File: src/rtl/sha256_pkg.sv
// Shared types and constants for the SHA-256 pad/strip datapath.
package sha256_pkg;

  typedef enum logic [2:0] {
    S_IDLE,
    S_CHECK,
    S_STREAM,
    S_FIN,
    S_FAIL
  } strip_state_t;

  localparam int MAX_BYTES    = 55;
  localparam int LEN_LSB_BYTE = 56;

  localparam logic [1:0] ERR_NONE = 2'b00;
  localparam logic [1:0] ERR_LEN  = 2'b01;
  localparam logic [1:0] ERR_MARK = 2'b10;
  localparam logic [1:0] ERR_FILL = 2'b11;

  // Byte k of a block, byte 0 in the most significant position.
  function automatic logic [7:0] get_byte(input logic [511:0] blk, input int k);
    return blk[511-8*k -: 8];
  endfunction

endpackage

File: src/rtl/pad_check.sv
// Combinational validator for one padded SHA-256 block: returns {ok, err_code, n}.
module pad_check
  import sha256_pkg::*;
#(
  parameter int MAX_N = 55
) (
  input  logic [511:0] i_blk,
  output logic         o_ok,
  output logic [1:0]   o_err_code,
  output logic [5:0]   o_n
);

  logic [63:0] w_len;
  logic        w_len_ok;
  logic [5:0]  w_n;
  logic        w_mark_bad;
  logic        w_fill_bad;

  always_comb begin
    w_len      = i_blk[63:0];
    w_len_ok   = (w_len[2:0] == 3'b000) && (w_len[63:3] <= 61'(MAX_N));
    w_n        = w_len_ok ? w_len[8:3] : 6'd0;
    w_mark_bad = 1'b0;
    w_fill_bad = 1'b0;
    for (int k = 0; k < LEN_LSB_BYTE; k++) begin
      if (k == int'(w_n)) begin
        if (get_byte(i_blk, k) != 8'h80) w_mark_bad = 1'b1;
      end else if (k > int'(w_n)) begin
        if (get_byte(i_blk, k) != 8'h00) w_fill_bad = 1'b1;
      end
    end

    // Length is checked first: marker/fill positions are meaningless without it.
    if (!w_len_ok)       o_err_code = ERR_LEN;
    else if (w_mark_bad) o_err_code = ERR_MARK;
    else if (w_fill_bad) o_err_code = ERR_FILL;
    else                 o_err_code = ERR_NONE;

    o_ok = (o_err_code == ERR_NONE);
    o_n  = w_n;
  end

endmodule

File: src/rtl/padd_strip.sv
// Strips SHA-256 padding from one 512-bit block and streams the message bytes.
module padd_strip
  import sha256_pkg::*;
#(
  parameter int MAX_BYTES = 55
) (
  input  logic         clk,
  input  logic         rst,
  input  logic         blk_valid,
  input  logic [511:0] blk_in,
  output logic         blk_ready,
  output logic [7:0]   data_out,
  output logic         data_valid,
  input  logic         data_ready,
  output logic         data_last,
  output logic [5:0]   msg_len,
  output logic         done,
  output logic         err,
  output logic [1:0]   err_code
);

  strip_state_t r_state, w_state_nxt;
  logic [511:0] r_blk;
  logic [5:0]   r_idx, w_idx_nxt;
  logic [5:0]   r_len, w_len_nxt;
  logic [7:0]   r_dout, w_dout_nxt;
  logic         r_dvalid, w_dvalid_nxt;
  logic         r_dlast, w_dlast_nxt;
  logic         r_done, w_done_nxt;
  logic         r_err, w_err_nxt;
  logic [1:0]   r_code, w_code_nxt;
  logic         r_blk_ready;
  logic         w_load_blk;

  logic         w_ok;
  logic [1:0]   w_chk_code;
  logic [5:0]   w_chk_n;
  logic [5:0]   w_idx_inc;

  pad_check #(.MAX_N(MAX_BYTES)) u_pad_check (
    .i_blk      (r_blk),
    .o_ok       (w_ok),
    .o_err_code (w_chk_code),
    .o_n        (w_chk_n)
  );

  assign w_idx_inc = r_idx + 6'd1;

  // Every output is a flop, so next-values are computed here and registered below.
  always_comb begin
    w_state_nxt  = r_state;
    w_idx_nxt    = r_idx;
    w_len_nxt    = r_len;
    w_dout_nxt   = r_dout;
    w_dvalid_nxt = r_dvalid;
    w_dlast_nxt  = r_dlast;
    w_done_nxt   = 1'b0;
    w_err_nxt    = 1'b0;
    w_code_nxt   = ERR_NONE;
    w_load_blk   = 1'b0;
    case (r_state)
      S_IDLE: begin
        if (blk_valid) begin
          w_load_blk  = 1'b1;
          w_state_nxt = S_CHECK;
        end
      end
      S_CHECK: begin
        if (!w_ok) begin
          w_state_nxt = S_FAIL;
          w_err_nxt   = 1'b1;
          w_code_nxt  = w_chk_code;
        end else begin
          w_len_nxt = w_chk_n;
          w_idx_nxt = 6'd0;
          if (w_chk_n == 6'd0) begin
            w_state_nxt = S_FIN;
            w_done_nxt  = 1'b1;
          end else begin
            w_state_nxt  = S_STREAM;
            w_dvalid_nxt = 1'b1;
            w_dout_nxt   = get_byte(r_blk, 0);
            w_dlast_nxt  = (w_chk_n == 6'd1);
          end
        end
      end
      S_STREAM: begin
        if (r_dvalid && data_ready) begin
          if (r_dlast) begin
            w_state_nxt  = S_FIN;
            w_done_nxt   = 1'b1;
            w_dvalid_nxt = 1'b0;
            w_dlast_nxt  = 1'b0;
            w_dout_nxt   = 8'h00;
          end else begin
            w_idx_nxt   = w_idx_inc;
            w_dout_nxt  = get_byte(r_blk, int'(w_idx_inc));
            w_dlast_nxt = (w_idx_inc == (r_len - 6'd1));
          end
        end
      end
      S_FIN:   w_state_nxt = S_IDLE;
      S_FAIL:  w_state_nxt = S_IDLE;
      default: w_state_nxt = S_IDLE;
    endcase
  end

  always_ff @(posedge clk) begin
    if (rst) begin
      r_state     <= S_IDLE;
      r_blk       <= '0;
      r_idx       <= '0;
      r_len       <= '0;
      r_dout      <= '0;
      r_dvalid    <= 1'b0;
      r_dlast     <= 1'b0;
      r_done      <= 1'b0;
      r_err       <= 1'b0;
      r_code      <= ERR_NONE;
      r_blk_ready <= 1'b1;
    end else begin
      r_state     <= w_state_nxt;
      if (w_load_blk) r_blk <= blk_in;
      r_idx       <= w_idx_nxt;
      r_len       <= w_len_nxt;
      r_dout      <= w_dout_nxt;
      r_dvalid    <= w_dvalid_nxt;
      r_dlast     <= w_dlast_nxt;
      r_done      <= w_done_nxt;
      r_err       <= w_err_nxt;
      r_code      <= w_code_nxt;
      r_blk_ready <= (w_state_nxt == S_IDLE);
    end
  end

  assign blk_ready  = r_blk_ready;
  assign data_out   = r_dout;
  assign data_valid = r_dvalid;
  assign data_last  = r_dlast;
  assign msg_len    = r_len;
  assign done       = r_done;
  assign err        = r_err;
  assign err_code   = r_code;

endmodule
File: config.mk
export PLATFORM = sky130hd
export DESIGN_NAME = padd_strip
export DESIGN_NICKNAME = d
export VERILOG_FILES = /design/src/rtl/sha256_pkg.sv /design/src/rtl/pad_check.sv /design/src/rtl/padd_strip.sv
export SDC_FILE = /design/constraint.sdc
export NUM_CORES = 2
export LEC_CHECK = 0
export BUFFER_PORTS_ARGS = -buffer_cell sky130_fd_sc_hd__buf_2
export CAP_MARGIN = 20
export CORE_UTILIZATION = 50
export CTS_CLUSTER_SIZE = 10
export DETAILED_ROUTE_END_ITERATION = 8
export PLACE_DENSITY = 0.78
export SETUP_SLACK_MARGIN = 0.5
export SYNTH_ARGS = -nofsm -noshare
export SYNTH_HDL_FRONTEND = slang
export SYNTH_SLANG_ARGS = --single-unit
File: constraint.sdc
create_clock -name clk -period 2.8 [get_ports clk]
set_input_delay 0.42 -clock clk [delete_from_list [all_inputs] [get_ports clk]]
set_output_delay 0.42 -clock clk [all_outputs]
set_load 0.02 [all_outputs]
==> results.txt <==
Hold Crit Class = in -> reg
Antenna viol nets, final = 0
RD Place Congestion = 1.06
Hold_ws = 0.0273 ns
Vias = 28300
Max Slew Vio Count = 0
Total core area = 51300 µm²
R2R setup slack = -0.63 ns
Max cap viols = 0
Worst setup SP type = flip-flop
I/O pins = 537
H-tree levels = 2
Sequential-to-total area share from yosys stat = 41.9%
Syn Area/Cell = 8.31 µm²
Least-Margin Pin Slew = 0.769 ns
First-iteration detailed-routing DRC count = 3537
Finish-stage setup viols = 29
Worst-path fanout max = 9
Number of synthesized flops with an enable pin = 0
Post-Syn Instances = 3118
Slew HR = 48.4%
Leakage power figure = 14.6 nW
Core Rows = 83
Status = finished with violations
CTS tree = yes
Critical Path RT = 3.31 ns
R2R Path End = data_last
Largest net degree at the start of global routing = 126
Placed cell count = 4652
Die H = 230 µm
Hold Vio Cnt, Final = 0
Vias in the first global route = 27100
Total power = 19.6 mW
Min-Delay Endpoint = r_blk[75]
Worst reg2reg startpoint = r_blk[37]
Wire length per cell = 22.0 µm
Max incr delay on CP = 0.64 ns
Worst-path cell chain = nor4_1 -> nand4_2 -> or4_4 -> buf_12 -> o21ai_1 -> nand4_1 -> or4_4 -> nor3_4 -> buf_12 -> a31oi_4 -> mux2_4
Crit path time final = 3.43 ns
VDD IR-drop max = 0.469 mV
Synth Flop Type = dfxtp_1
First-pass GRT wire length = 156000 µm
Arr. time, crit path = 3.95 ns
Remaining DRCs = 0
Final setup margin = -0.633 ns
Post-synthesis cell area = 25900 µm²
DP HPWL = 81200 µm
Clk buf depth = 3
Total routed wirelength = 104000 µm
Fin Setup TNS = -14.06 ns
Finished Core Util = 68.3%
Count of input and output buffers = 536
Unrepaired setup endpoints after global routing = yes
P&R area growth vs syn = 35.1%
Die Span X = 230 µm
Initial Util = 50.5%
Gr usage total = 38.8%
Crit. End Element = flip-flop
Post-Layout Cell Count = 4733
P per Cell Area = 560 nW/µm²
Layout cells sized above 1 = 34.0%
Clock transition at the registers of the reported paths = 0.06 ns
GR Overflow Total = 0
Slowest cell on crit path = or4_4
Initial antenna violation count = 1
Distinct cell type count after synthesis = 81
Hold path cells = 3
FMAX = 291 MHz
Crit share post-route = 123%
Ys Warns = 0
Failing checks = negative setup slack
Via-to-Cell Ratio = 5.99
Nets = 4557
Setup Crit Path Kind = reg -> reg
Clock Tree Root = clkbuf_16
Clock Sinks = 542
TritonRoute pass-1 iters = 6
Synth Register Bits = 542
Share of flip-flops with an asynchronous set or reset = 0%
Worst R2R Path Depth = 11
Hold path start = blk_in[75]
Num CTS Buffers = 61
Die ar. = 52700 µm²
Syn nets = 3636
Diode count = 0
Clk_lat worst skew = 0.63 ns
Worst Skew = 0.0253 ns
-- how the worst max path moves through the flow --
stage | startpoint | to | slack, ns | cells after the start
3_5_place_dp | r_blk[1] | data_out[1] | -0.68 | 10
5_1_grt | r_blk[34] | data_last | -0.72 | 12
3_3_place_gp | r_blk[31] | data_last | -0.60 | 11
6_report | r_blk[37] | data_last | -0.63 | 11
4_1_cts | r_blk[34] | data_last | -0.62 | 12
2_1_floorplan | r_blk[59] | data_last | -0.13 | 9
-- layer usage --
| layer | global-route usage [%] | part of all wire [%] | wire length, µm |
|---|---|---|---|
| met5 | 0 | 0.016 | 17 |
| met2 | 63.4 | 47 | 48900 |
| met3 | 6.04 | 9.2 | 9570 |
| met4 | 24.1 | 6.9 | 7190 |
| met1 | 48.0 | 37 | 38600 |
-- repair_timing --
item                                   CTS  global route
cloned                                   1             0
resized for setup                       19            10
endpoints found under the hold margin    1             0
setup endpoints to repair               29            29
hold buffers                             1             0
setup buffers                            2             0
pin swaps                               13             8
-- worst max-delay path: cells and delay by family, from the launching register on --
family                 cells  cell delay (ns)
buffers and inverters      2             0.33
AND/OR/NAND/NOR            6             2.07
multiplexers               1             0.34
AO/OA/AOI/OAI              2             0.26
flip-flops                 1             0.31
-- logic make-up after synthesis --
kind of cell / after synthesis / synth area share, %
simple gates: 1423 / 23.9
compound gates: 699 / 14.9
flops: 542 / 41.9
buf+inv: 263 / 4.18
mux: 175 / 14.6
xor+xnor: 14 / 0.473
fa+ha+maj: 2 / 0.0966
-- per-stage QoR --
stage	setup WS, ns	area (µm²)
after global routing	-0.720	35000
final	-0.633	35000
after CTS	-0.621	35000
after floorplan	-0.126	25900
after global placement	-0.605	33200
after detailed placement	-0.675	33200
-- cell usage after synthesis (4+ instances only) --
| cell type | count | area, µm² |
|---|---|---|
| nor4_1 | 85 | 532 |
| nor2b_1 | 4 | 25.0 |
| mux2_2 | 9 | 101 |
| nand3_1 | 20 | 100 |
| nand4_1 | 24 | 150 |
| a21o_1 | 5 | 37.5 |
| a211oi_1 | 12 | 90.1 |
| xnor2_1 | 7 | 61.3 |
| a311oi_1 | 10 | 87.6 |
| or4_1 | 19 | 143 |
| o22ai_1 | 7 | 43.8 |
| mux4_2 | 157 | 3540 |
| and3_1 | 5 | 31.3 |
| a21oi_1 | 549 | 2750 |
| nand2b_1 | 9 | 56.3 |
| buf_2 | 5 | 25.0 |
| nor2_1 | 55 | 206 |
| dfxtp_1 | 542 | 10900 |
| a22o_1 | 10 | 87.6 |
| nor4b_1 | 12 | 105 |
| a41oi_1 | 4 | 35.0 |
| o21ai_0 | 39 | 195 |
| xor2_1 | 7 | 61.3 |
| clkbuf_1 | 216 | 811 |
| nand3b_1 | 19 | 143 |
| nand2_1 | 1069 | 4010 |
| nand4bb_1 | 6 | 67.6 |
| a22oi_1 | 8 | 60.1 |
| or3_1 | 7 | 43.8 |
| a221oi_1 | 9 | 78.8 |
| nand4b_1 | 4 | 35.0 |
| buf_1 | 9 | 33.8 |
| buf_6 | 6 | 67.6 |
| a31oi_1 | 12 | 75.1 |
| or2_2 | 4 | 25.0 |
| nor3_1 | 62 | 310 |
| mux2i_1 | 6 | 60.1 |
| inv_1 | 20 | 75.1 |
-- area by class of cell --
| class | count | area, µm² |
|---|---|---|
| timing repair buffer | 1099 | 7410 |
| multi-input combinational | 2314 | 14200 |
| clock buffer | 74 | 1600 |
| fill | 4186 | 16300 |
| tap | 680 | 851 |
| sequential | 542 | 10900 |
| clock inverter | 3 | 26.3 |
| inverter | 21 | 78.8 |
-- state kept, by name, indices dropped and copies added, names as in the netlist, 2 cells and up --
| name | flops |
|---|---|
| r_blk | 512 |
| data_out | 8 |
| msg_len | 6 |
| r_idx | 6 |
| r_state | 3 |
| err_code | 2 |
-- layout by cell type, fill, tap and decap left out, types with 6 or more instances in the layout --
| master | count |
|---|---|
| o21ai_0 | 37 |
| nand4_1 | 24 |
| or3_1 | 7 |
| inv_1 | 20 |
| nand3_1 | 20 |
| buf_4 | 523 |
| a22oi_1 | 8 |
| a311oi_1 | 10 |
| a221oi_2 | 6 |
| buf_2 | 535 |
| nand4bb_1 | 6 |
| mux4_2 | 157 |
| nor4_1 | 81 |
| a22o_1 | 10 |
| xnor2_1 | 6 |
| nor4b_1 | 11 |
| nor3_1 | 61 |
| a211oi_1 | 12 |
| nand2b_1 | 9 |
| xor2_1 | 6 |
| nand3b_1 | 19 |
| nand2_1 | 1069 |
| a31oi_1 | 12 |
| clkbuf_16 | 62 |
| or4_1 | 17 |
| mux2_2 | 8 |
| dfxtp_1 | 540 |
| clkbuf_1 | 12 |
| nor2_1 | 55 |
| a21oi_1 | 549 |
| mux2i_1 | 6 |
| buf_12 | 39 |
-- report_power, final --
group / switching (mW) / internal (mW)
registers: 0.369 / 8.20
clock network: 3.05 / 3.92
logic: 2.19 / 1.86
total: 5.61 / 14.0
Power figures use the tool's default switching activity.
